`config.mk`:
```
export PLATFORM = sky130hd
export DESIGN_NAME = multi_port_fifo
export DESIGN_NICKNAME = d
export VERILOG_FILES = /design/src/rtl/multi_port_fifo_pkg.sv /design/src/rtl/multi_port_fifo_add_counter.sv /design/src/rtl/multi_port_fifo.sv
export SDC_FILE = /design/constraint.sdc
export NUM_CORES = 1
export LEC_CHECK = 0
export ABC_CLOCK_PERIOD_IN_PS = 5000
export BUFFER_PORTS_ARGS = -buffer_cell sky130_fd_sc_hd__clkbuf_2
export CAP_MARGIN = 5
export CORE_UTILIZATION = 45
export DETAILED_ROUTE_END_ITERATION = 16
export PLACE_DENSITY_LB_ADDON = 0.15
export SLEW_MARGIN = 20
export SYNTH_ARGS = -nofsm -noshare
export SYNTH_HDL_FRONTEND = slang
export SYNTH_SLANG_ARGS = --single-unit
```
`constraint.sdc`:
```
create_clock -name clk -period 5 [get_ports clk]
set_clock_uncertainty 0.15 [all_clocks]
set_input_delay 0 -clock clk [delete_from_list [all_inputs] [get_ports clk]]
set_output_delay 0 -clock clk [all_outputs]
set_load 0.01 [all_outputs]
```
`src/rtl/multi_port_fifo_pkg.sv`:
```
// Shared helpers for the multi-lane FIFO: prefix-contiguous handshake counting.
package multi_port_fifo_pkg;

   // Length of the run of ones starting at bit 0, limited to the first 'lanes' bits.
   function automatic int unsigned prefix_len(input logic [31:0] mask, input int unsigned lanes);
      int unsigned n;
      logic        run;
      n   = 0;
      run = 1'b1;
      for (int unsigned i = 0; i < 32; i++) begin
         if (run && (i < lanes) && mask[i]) n++;
         else run = 1'b0;
      end
      return n;
   endfunction

endpackage

```
`src/rtl/multi_port_fifo_add_counter.sv`:
```
// Counter with async active-low reset, synchronous clear and a 0..MAX_INC increment.
module add_counter #(
   parameter  int unsigned WIDTH   = 4,
   parameter  int unsigned MAX_INC = 2,
   localparam int unsigned INC_W   = $clog2(MAX_INC + 1)
) (
   input  logic             clk,
   input  logic             rst_aL,
   input  logic             clr,
   input  logic [INC_W-1:0] inc,
   output logic [WIDTH-1:0] q
);

   logic [WIDTH-1:0] cnt_q, cnt_d;

   always_comb begin
      cnt_d = clr ? '0 : cnt_q + WIDTH'(inc);
   end

   always_ff @(posedge clk or negedge rst_aL) begin
      if (!rst_aL) cnt_q <= '0;
      else         cnt_q <= cnt_d;
   end

   assign q = cnt_q;

endmodule

```
`src/rtl/multi_port_fifo.sv`:
```
// Multi-lane circular FIFO: up to ENQ_LANES writes and DEQ_LANES reads per cycle, in order.
module multi_port_fifo
   import multi_port_fifo_pkg::*;
#(
   parameter  int unsigned ENTRY_WIDTH = 32,
   parameter  int unsigned N_ENTRIES   = 8,
   parameter  int unsigned ENQ_LANES   = 2,
   parameter  int unsigned DEQ_LANES   = 2,
   localparam int unsigned PTR_WIDTH   = $clog2(N_ENTRIES),
   localparam int unsigned CTR_WIDTH   = PTR_WIDTH + 1
) (
   input  logic                             clk,
   input  logic                             rst_aL,
   input  logic                             flush,
   output logic [ENQ_LANES-1:0]             enq_ready,
   input  logic [ENQ_LANES-1:0]             enq_valid,
   input  logic [ENQ_LANES*ENTRY_WIDTH-1:0] enq_data,
   input  logic [DEQ_LANES-1:0]             deq_ready,
   output logic [DEQ_LANES-1:0]             deq_valid,
   output logic [DEQ_LANES*ENTRY_WIDTH-1:0] deq_data,
   output logic [CTR_WIDTH-1:0]             count
);

   localparam int unsigned ENQ_INC_W = $clog2(ENQ_LANES + 1);
   localparam int unsigned DEQ_INC_W = $clog2(DEQ_LANES + 1);

   logic [ENTRY_WIDTH-1:0] mem_q [N_ENTRIES];
   logic [CTR_WIDTH-1:0]   enq_ctr, deq_ctr, free;
   logic [PTR_WIDTH-1:0]   enq_ptr, deq_ptr;
   logic [ENQ_INC_W-1:0]   n_enq;
   logic [DEQ_INC_W-1:0]   n_deq;

   assign enq_ptr = enq_ctr[PTR_WIDTH-1:0];
   assign deq_ptr = deq_ctr[PTR_WIDTH-1:0];
   assign count   = enq_ctr - deq_ctr;

   // Ready/valid look only at the current count: no pass-through, no reuse of same-cycle freed slots.
   always_comb begin
      free = CTR_WIDTH'(N_ENTRIES) - count;
      for (int unsigned i = 0; i < ENQ_LANES; i++) begin
         enq_ready[i] = 32'(free) > i;
      end
      for (int unsigned i = 0; i < DEQ_LANES; i++) begin
         deq_valid[i] = 32'(count) > i;
         deq_data[i*ENTRY_WIDTH +: ENTRY_WIDTH] = mem_q[deq_ptr + PTR_WIDTH'(i)];
      end
      n_enq = ENQ_INC_W'(prefix_len(32'(enq_valid & enq_ready), ENQ_LANES));
      n_deq = DEQ_INC_W'(prefix_len(32'(deq_ready & deq_valid), DEQ_LANES));
   end

   always_ff @(posedge clk or negedge rst_aL) begin
      if (!rst_aL) begin
         for (int unsigned i = 0; i < N_ENTRIES; i++) mem_q[i] <= '0;
      end else if (!flush) begin
         for (int unsigned i = 0; i < ENQ_LANES; i++) begin
            if (i < 32'(n_enq))
               mem_q[enq_ptr + PTR_WIDTH'(i)] <= enq_data[i*ENTRY_WIDTH +: ENTRY_WIDTH];
         end
      end
   end

   add_counter #(.WIDTH(CTR_WIDTH), .MAX_INC(ENQ_LANES)) u_enq_ctr (
      .clk    (clk),
      .rst_aL (rst_aL),
      .clr    (flush),
      .inc    (n_enq),
      .q      (enq_ctr)
   );

   add_counter #(.WIDTH(CTR_WIDTH), .MAX_INC(DEQ_LANES)) u_deq_ctr (
      .clk    (clk),
      .rst_aL (rst_aL),
      .clr    (flush),
      .inc    (n_deq),
      .q      (deq_ctr)
   );

endmodule

```
* After elaboration in Yosys (flattened, before gate mapping)
Cells that the tools add are included.
** Word-level totals
- Flip-flop bits (word level) :: 264
- Output and inout port bits :: 72
- Word-level logic and storage cells :: 63
- Bits of input ports :: 71
** Cells by class
- Reductions and logical operators :: 4
- Mux-type cells :: 23
- Add/subtract/negate cells :: 8
- $lt $le $gt $ge :: 12
- Bitwise logic cells :: 6
** Operator list (number)
- two-way mux 256 bit :: 3
- bitwise mux 256 bit :: 2
- binary-select mux 32 bit (select 3 bit) :: 2
- demux 32 bit (select 3 bit) :: 2
- two-way mux 32 bit :: 6
- greater-or-equal comparator 4 bit, second input constant :: 4
- > comparator 4 x 1 -> 1 bit, second input constant :: 4
- NOT 3 -> 4 bit :: 4
- adder 4 x 2 -> 4 bit :: 2
- less-than comparator 4 x 1 -> 1 bit, second input constant :: 2
- two-way mux 4 bit :: 2
- adder 3 x 1 -> 3 bit, second input constant :: 2
- adder 1 x 1 -> 2 bit, second input constant :: 2
- bitwise AND 2 bit :: 2
- logical AND 1 bit :: 4
- less-than comparator 1 x 2 -> 1 bit, first input constant :: 2
- two-way mux 1 bit :: 4
- two-way mux 2 bit :: 2
- subtractor 4 bit :: 1
- subtractor 4 bit, first input constant :: 1

* Depth between registers and ports, before layout
- Depth after elaboration :: 12
- Gate-level depth with buffers :: 17
- Gate-level depth less buffers :: 14

* Modules after synthesis
A second synthesis with hierarchy kept.
** Second synthesis, totals
- Cells, all modules :: 1664
- Area, all modules :: 17045.1 um^2
** Modules (own cells, without submodules)
- multi_port_fifo :: cells each 1632, area each 16654.7 um^2, seq. area each 6406.1 um^2, instances 1
- add_counter :: cells each 16, area each 195.2 um^2, seq. area each 100.1 um^2, instances 2

* Least setup slack after synthesis
Ideal clock, no wire load.
- Path kind :: register to register
- Start :: reg u_deq_ctr.cnt_q[1] (netlist: u_deq_ctr.q[1])
- End :: reg u_enq_ctr.cnt_q[3] (netlist: u_enq_ctr.q[3])
- Arrival :: 3.091 ns
- Slack :: 1.627 ns
- Stages on the path, launching flop included :: 18
- Path buffers :: 3
- Period minus slack after synthesis :: 3.373 ns
- Setup time :: 0.132 ns
- Data required time :: 4.718 ns
- Cells stage by stage :: dfrtp_1 -> clkbuf_1 -> clkbuf_1 -> inv_1 -> ha_1 -> nand3b_1 -> a21oi_1 -> nand2b_1 -> buf_6 -> inv_4 -> and2_4 -> nor2_1 -> and3_1 -> ha_1 -> a21oi_1 -> nor2b_1 -> xnor2_1 -> nor2_1
** Between the ends
- Elaborated cells on any way between the ends :: 12
- Those cells by class :: 4 x add/sub; 2 x order compare; 4 x mux; 1 x bitwise; 1 x reduce/logical
** RTL lines
- start: declaration :: RTL line multi_port_fifo_add_counter.sv:14 : logic [WIDTH-1:0] cnt_q, cnt_d;
- start signal: assignment :: RTL line multi_port_fifo_add_counter.sv:22 : else cnt_q <= cnt_d;
- subtractor 4 bit :: RTL line multi_port_fifo.sv:35 : assign count = enq_ctr - deq_ctr;
- via count[3] :: RTL line multi_port_fifo.sv:21 : output logic [CTR_WIDTH-1:0] count
- subtractor 4 bit :: RTL line multi_port_fifo.sv:39 : free = CTR_WIDTH'(N_ENTRIES) - count;
- > comparator 4 x 1 -> 1 bit :: RTL line multi_port_fifo.sv:41 : enq_ready[i] = 32'(free) > i;
- via enq_ready[1] :: RTL line multi_port_fifo.sv:15 : output logic [ENQ_LANES-1:0] enq_ready,
- bitwise AND 2 bit :: RTL line multi_port_fifo.sv:47 : n_enq = ENQ_INC_W'(prefix_len(32'(enq_valid & enq_ready), ENQ_LANES));
- logical AND 1 bit :: RTL line multi_port_fifo_pkg.sv:11 : if (run && (i < lanes) && mask[i]) n++;
- two-way mux 2 bit :: RTL line multi_port_fifo_pkg.sv:11
- adder 4 x 2 -> 4 bit :: RTL line multi_port_fifo_add_counter.sv:17 : cnt_d = clr ? '0 : cnt_q + WIDTH'(inc);
- two-way mux 4 bit :: RTL line multi_port_fifo_add_counter.sv:17
- via u_enq_ctr.cnt_d[3] :: RTL line multi_port_fifo_add_counter.sv:14
- end signal: assignment :: RTL line multi_port_fifo_add_counter.sv:22
- end: declaration :: RTL line multi_port_fifo_add_counter.sv:14
The timed path passes the listed nets, and every way through them passes these cells.
A chain may end at the register's enable or synchronous reset.

* Worst setup path in the final report
- Start :: reg u_enq_ctr.cnt_q[1] (netlist: u_enq_ctr.q[1])
- End :: reg mem_q[172] (netlist bit)
** Between the ends
- Longest elaborated chain between the ends :: 12
- Elaborated cells on any way between the ends :: 30
- Those cells by class :: 4 x add/sub; 8 x order compare; 12 x mux; 3 x bitwise; 3 x reduce/logical
** Ends and longest elaborated chain
- subtractor 4 bit :: RTL line multi_port_fifo.sv:35
- subtractor 4 bit :: RTL line multi_port_fifo.sv:39
- > comparator 4 x 1 -> 1 bit :: RTL line multi_port_fifo.sv:41
- bitwise AND 2 bit :: RTL line multi_port_fifo.sv:47
- two-way mux 1 bit :: RTL line multi_port_fifo_pkg.sv:11
- adder 1 x 1 -> 2 bit or logical AND 1 bit (tied branches) :: RTL line multi_port_fifo_pkg.sv:11
- two-way mux 2 bit :: RTL line multi_port_fifo_pkg.sv:11
- less-than comparator 1 x 2 -> 1 bit :: RTL line multi_port_fifo.sv:56 : if (i < 32'(n_enq))
- two-way mux 256 bit :: RTL line multi_port_fifo.sv:56
- two-way mux 256 bit :: RTL line multi_port_fifo.sv:54 : end else if (!flush) begin
- bitwise mux 256 bit :: RTL line multi_port_fifo.sv:57 : mem_q[enq_ptr + PTR_WIDTH'(i)] <= enq_data[i*ENTRY_WIDTH +: ENTRY_WIDTH];
- two-way mux 256 bit (*) :: RTL line multi_port_fifo.sv:56
- end signal: indexed assignment :: RTL line multi_port_fifo.sv:57
- end: declaration :: RTL line multi_port_fifo.sv:27 : logic [ENTRY_WIDTH-1:0] mem_q [N_ENTRIES];
Mark *: on every way between the ends. The rest lies on a longest branch, timed or not. The select of a mux whose other input is x is not followed.

==> metrics.txt <==
status=completed; Post-synth EDFFs=0; Area growth syn-to-layout=19.54%; CP Capture Type=flip-flop; fmax=221.7 MHz; CP cell instances=inv_1 -> fa_1 -> xor2_2 -> nor3_1 -> nor2_1 -> mux2i_2 -> o21ai_4 -> buf_4 -> o221a_1 -> dlygate4sd3_1; First-pass DRT Iterations=8; initial antenna violation count=1; number of post-CTS setup repair buffers=0; Yosys top cell by area=dfrtp_1; async set or reset register ratio after synthesis=100.0%; Req. time, crit path=5240 ps; Worst Tran Pin Value=1202 ps; overall power=13,030 uW; clock root cell=clkbuf_16; P_leak=0.007540 uW; Mapped Nets=1,492; diodes inserted=0; Slew Viols, Final=0; slowest stage delay, CP=570 ps; total number of vias=13,652; full die area=36,620 um^2; power density cells=675.6 nW/um^2; post-route cell area=19,290 um^2; warning count from the yosys run=0; Crit Path Max Fanout=17; largest family of logic cells by synthesized area=multiplexers; mux share of post-synthesis cell area=20.59%; share of cells above drive strength 1=37.90%; Die Ht=191.4 um; CP max stage cell=dlygate4sd3_1; fill count=3,033; Final Critical Period=4511 ps; count leader, synth=nand2_1; Top FF cell, synth=dfrtp_1; final WL=56,470 um; DR vias/cell=6.673; Synth Area in Compound Gates=18.98%; final hold violation count=0; Total GRT Usage=31.58%; largest net degree at the start of global routing=137; CTS buffer count=34; Post-synth top cells=nand2_1, dfrtp_1, o221a_2, mux4_2, nor2_1; final worst-path cycle share=90.22%; worst skew pair latency=510 ps; GRT overflow=0; Post-Syn Area=16,140 um^2; global-route wire length before repair=86,130 um; RSZ-0062 raised after global routing=no; Avg Inst Size Synth=11.45 um^2; Chip Width=191.4 um; Setup Total Neg Slack=0 ps; largest cells by area after synthesis=dfrtp_1, mux4_2, o221a_2; clk buf depth=3; # setup viols final=0; VDD IR max=0.0004241 V; Yosys cell types=45; #FFs+latches synth=264; Placer Congestion=0.8502; IO Port Bufs=142; Cells after Synth=1,409; vias in the first global route=13,916; routed len/inst=27.60 um; Iteration-0 DRC Markers=1,622; Initial Utilization=46.26%; core area=34,880 um^2; H-tree Lvls=2; Post-DP HPWL=31,910 um; Row Count=68; worst endpoint data arrival time=4750 ps; Residual DRC=0; Seq/Total Area, Yosys=40.94%; max-cap viol count=0; clock-pin slew on the worst setup and hold paths=60 ps; TritonCTS clock tree=done; clock sinks=264; type of the worst min-delay path=input port to flip-flop; Synth Area in Simple Gates=12.92%; CP startpoint kind=flip-flop; area share of fa/ha/maj cells after synthesis=1.070%; worst relative slew slack=19.88%; CP Class=flip-flop to flip-flop; io pins=143; Yosys top cell area share=40.94%; Nets=1,653; Antenna Violating Nets Remaining=0; dpl cell area=17,150 um^2; xor and xnor fraction of the mapped netlist area=0.5350%
registers in the layout, summed over array words and instances, names as in the netlist:
name         cells
u_deq_ctr.q      4
mem_q          256
u_enq_ctr.q      4
path summary, 6_finish.rpt:
kind | start | endpoint | slack [ps] | cells past startpoint
worst max-delay path | u_enq_ctr.q[1] | mem_q[172] | 490 | 10
worst min-delay path | deq_ready[1] | u_deq_ctr.q[3] | 90 | 7
worst max register to register | u_enq_ctr.q[1] | mem_q[172] | 490 | 10
worst min register to register | mem_q[20] | mem_q[20] | 360 | 1
max in group asynchronous | rst_aL | mem_q[234] | 3410 | 4
min in group asynchronous | rst_aL | u_deq_ctr.q[0] | 510 | 4
cell families after synthesis:
kind of cell / Yosys count
flip-flops: 264
adder cells (fa/ha/maj): 12
buffers and inverters: 171
AO/OA/AOI/OAI: 287
XOR/XNOR: 9
multiplexers: 166
AND/OR/NAND/NOR: 500
worst max-delay path, delay by kind of cell (launching register included):
family	cells	cell delay [ps]
AND/OR/NAND/NOR	2	560
adder cells (fa/ha/maj)	1	530
XOR/XNOR	1	210
flip-flops	1	560
multiplexers	1	530
buffers and inverters	3	1230
AO/OA/AOI/OAI	2	600
cells in the final DEF (no fill, tap or decap), types with 3 or more instances in the layout:
cell type | Yosys | final
a21oi_1 | 4 | 4
and3_1 | 4 | 4
buf_12 | 0 | 4
buf_4 | 10 | 31
clkbuf_1 | 73 | 12
clkbuf_16 | 0 | 35
clkbuf_2 | 0 | 141
clkbuf_8 | 0 | 4
dfrtp_1 | 264 | 261
dlygate4sd3_1 | 0 | 105
fa_1 | 3 | 3
ha_1 | 9 | 8
inv_1 | 8 | 8
mux2_2 | 34 | 32
mux2i_2 | 1 | 3
mux4_2 | 128 | 128
nand2_1 | 316 | 313
nand2_2 | 0 | 3
nand2b_1 | 4 | 4
nand3_1 | 5 | 3
nand3_2 | 6 | 8
nor2_1 | 119 | 119
nor2b_1 | 5 | 5
nor3_1 | 3 | 3
nor4_1 | 4 | 4
o21a_1 | 21 | 21
o21ai_4 | 0 | 6
o221a_1 | 61 | 61
o221a_2 | 175 | 175
o22a_1 | 20 | 20
or2_0 | 5 | 5
or2_2 | 8 | 8
or3_1 | 13 | 13
xnor2_1 | 4 | 4
xor2_1 | 4 | 3
metrics by stage:
step                      utilization (%)  setup WS, ps  cells  hold slack, ps
after floorplan                         -          1627   1409          -445.6
after CTS                           55.29         565.2   2046           87.74
final                               55.29         489.0   2046           94.81
after global placement              49.03         997.9   1881          -148.0
after detailed placement            49.15         870.3   1883          -149.3
after global routing                55.29         290.7   2046           158.2
cell type report:
type / instances / area (um^2) / share of cell area (%)
Sequential cell: 264 / 6615 / 34.30
Inverter: 11 / 48.80 / 0.2530
Tap cell: 455 / 569.3 / 2.951
Multi-Input combinational cell: 974 / 8837 / 45.82
Clock inverter: 6 / 87.58 / 0.4541
Clock buffer: 51 / 975.9 / 5.060
Timing Repair Buffer: 285 / 2155 / 11.17
routing by layer:
layer	part of all wire (%)	track usage, %	routed length (um)	vias up
met5	0.018	0	10	-
met4	3.4	11.84	1901	2
met3	9.5	6.150	5339	140
met2	46	48.87	26040	791
met1	41	44.00	23180	6994
li1	-	-	-	5725
repair_timing:
| action | in CTS | in global routing |
|---|---|---|
| resized for setup | 0 | 0 |
| hold endpoints to repair | 396 | 0 |
| setup endpoints to repair | 0 | 0 |
| hold buffers | 106 | 0 |
power breakdown:
part | leakage, uW | internal, uW | switching (uW)
combinational | 0.00380 | 3410 | 3290
clock | 0.000519 | 1450 | 944
sequential | 0.00323 | 3120 | 819
(Power assumes the default switching activity.)
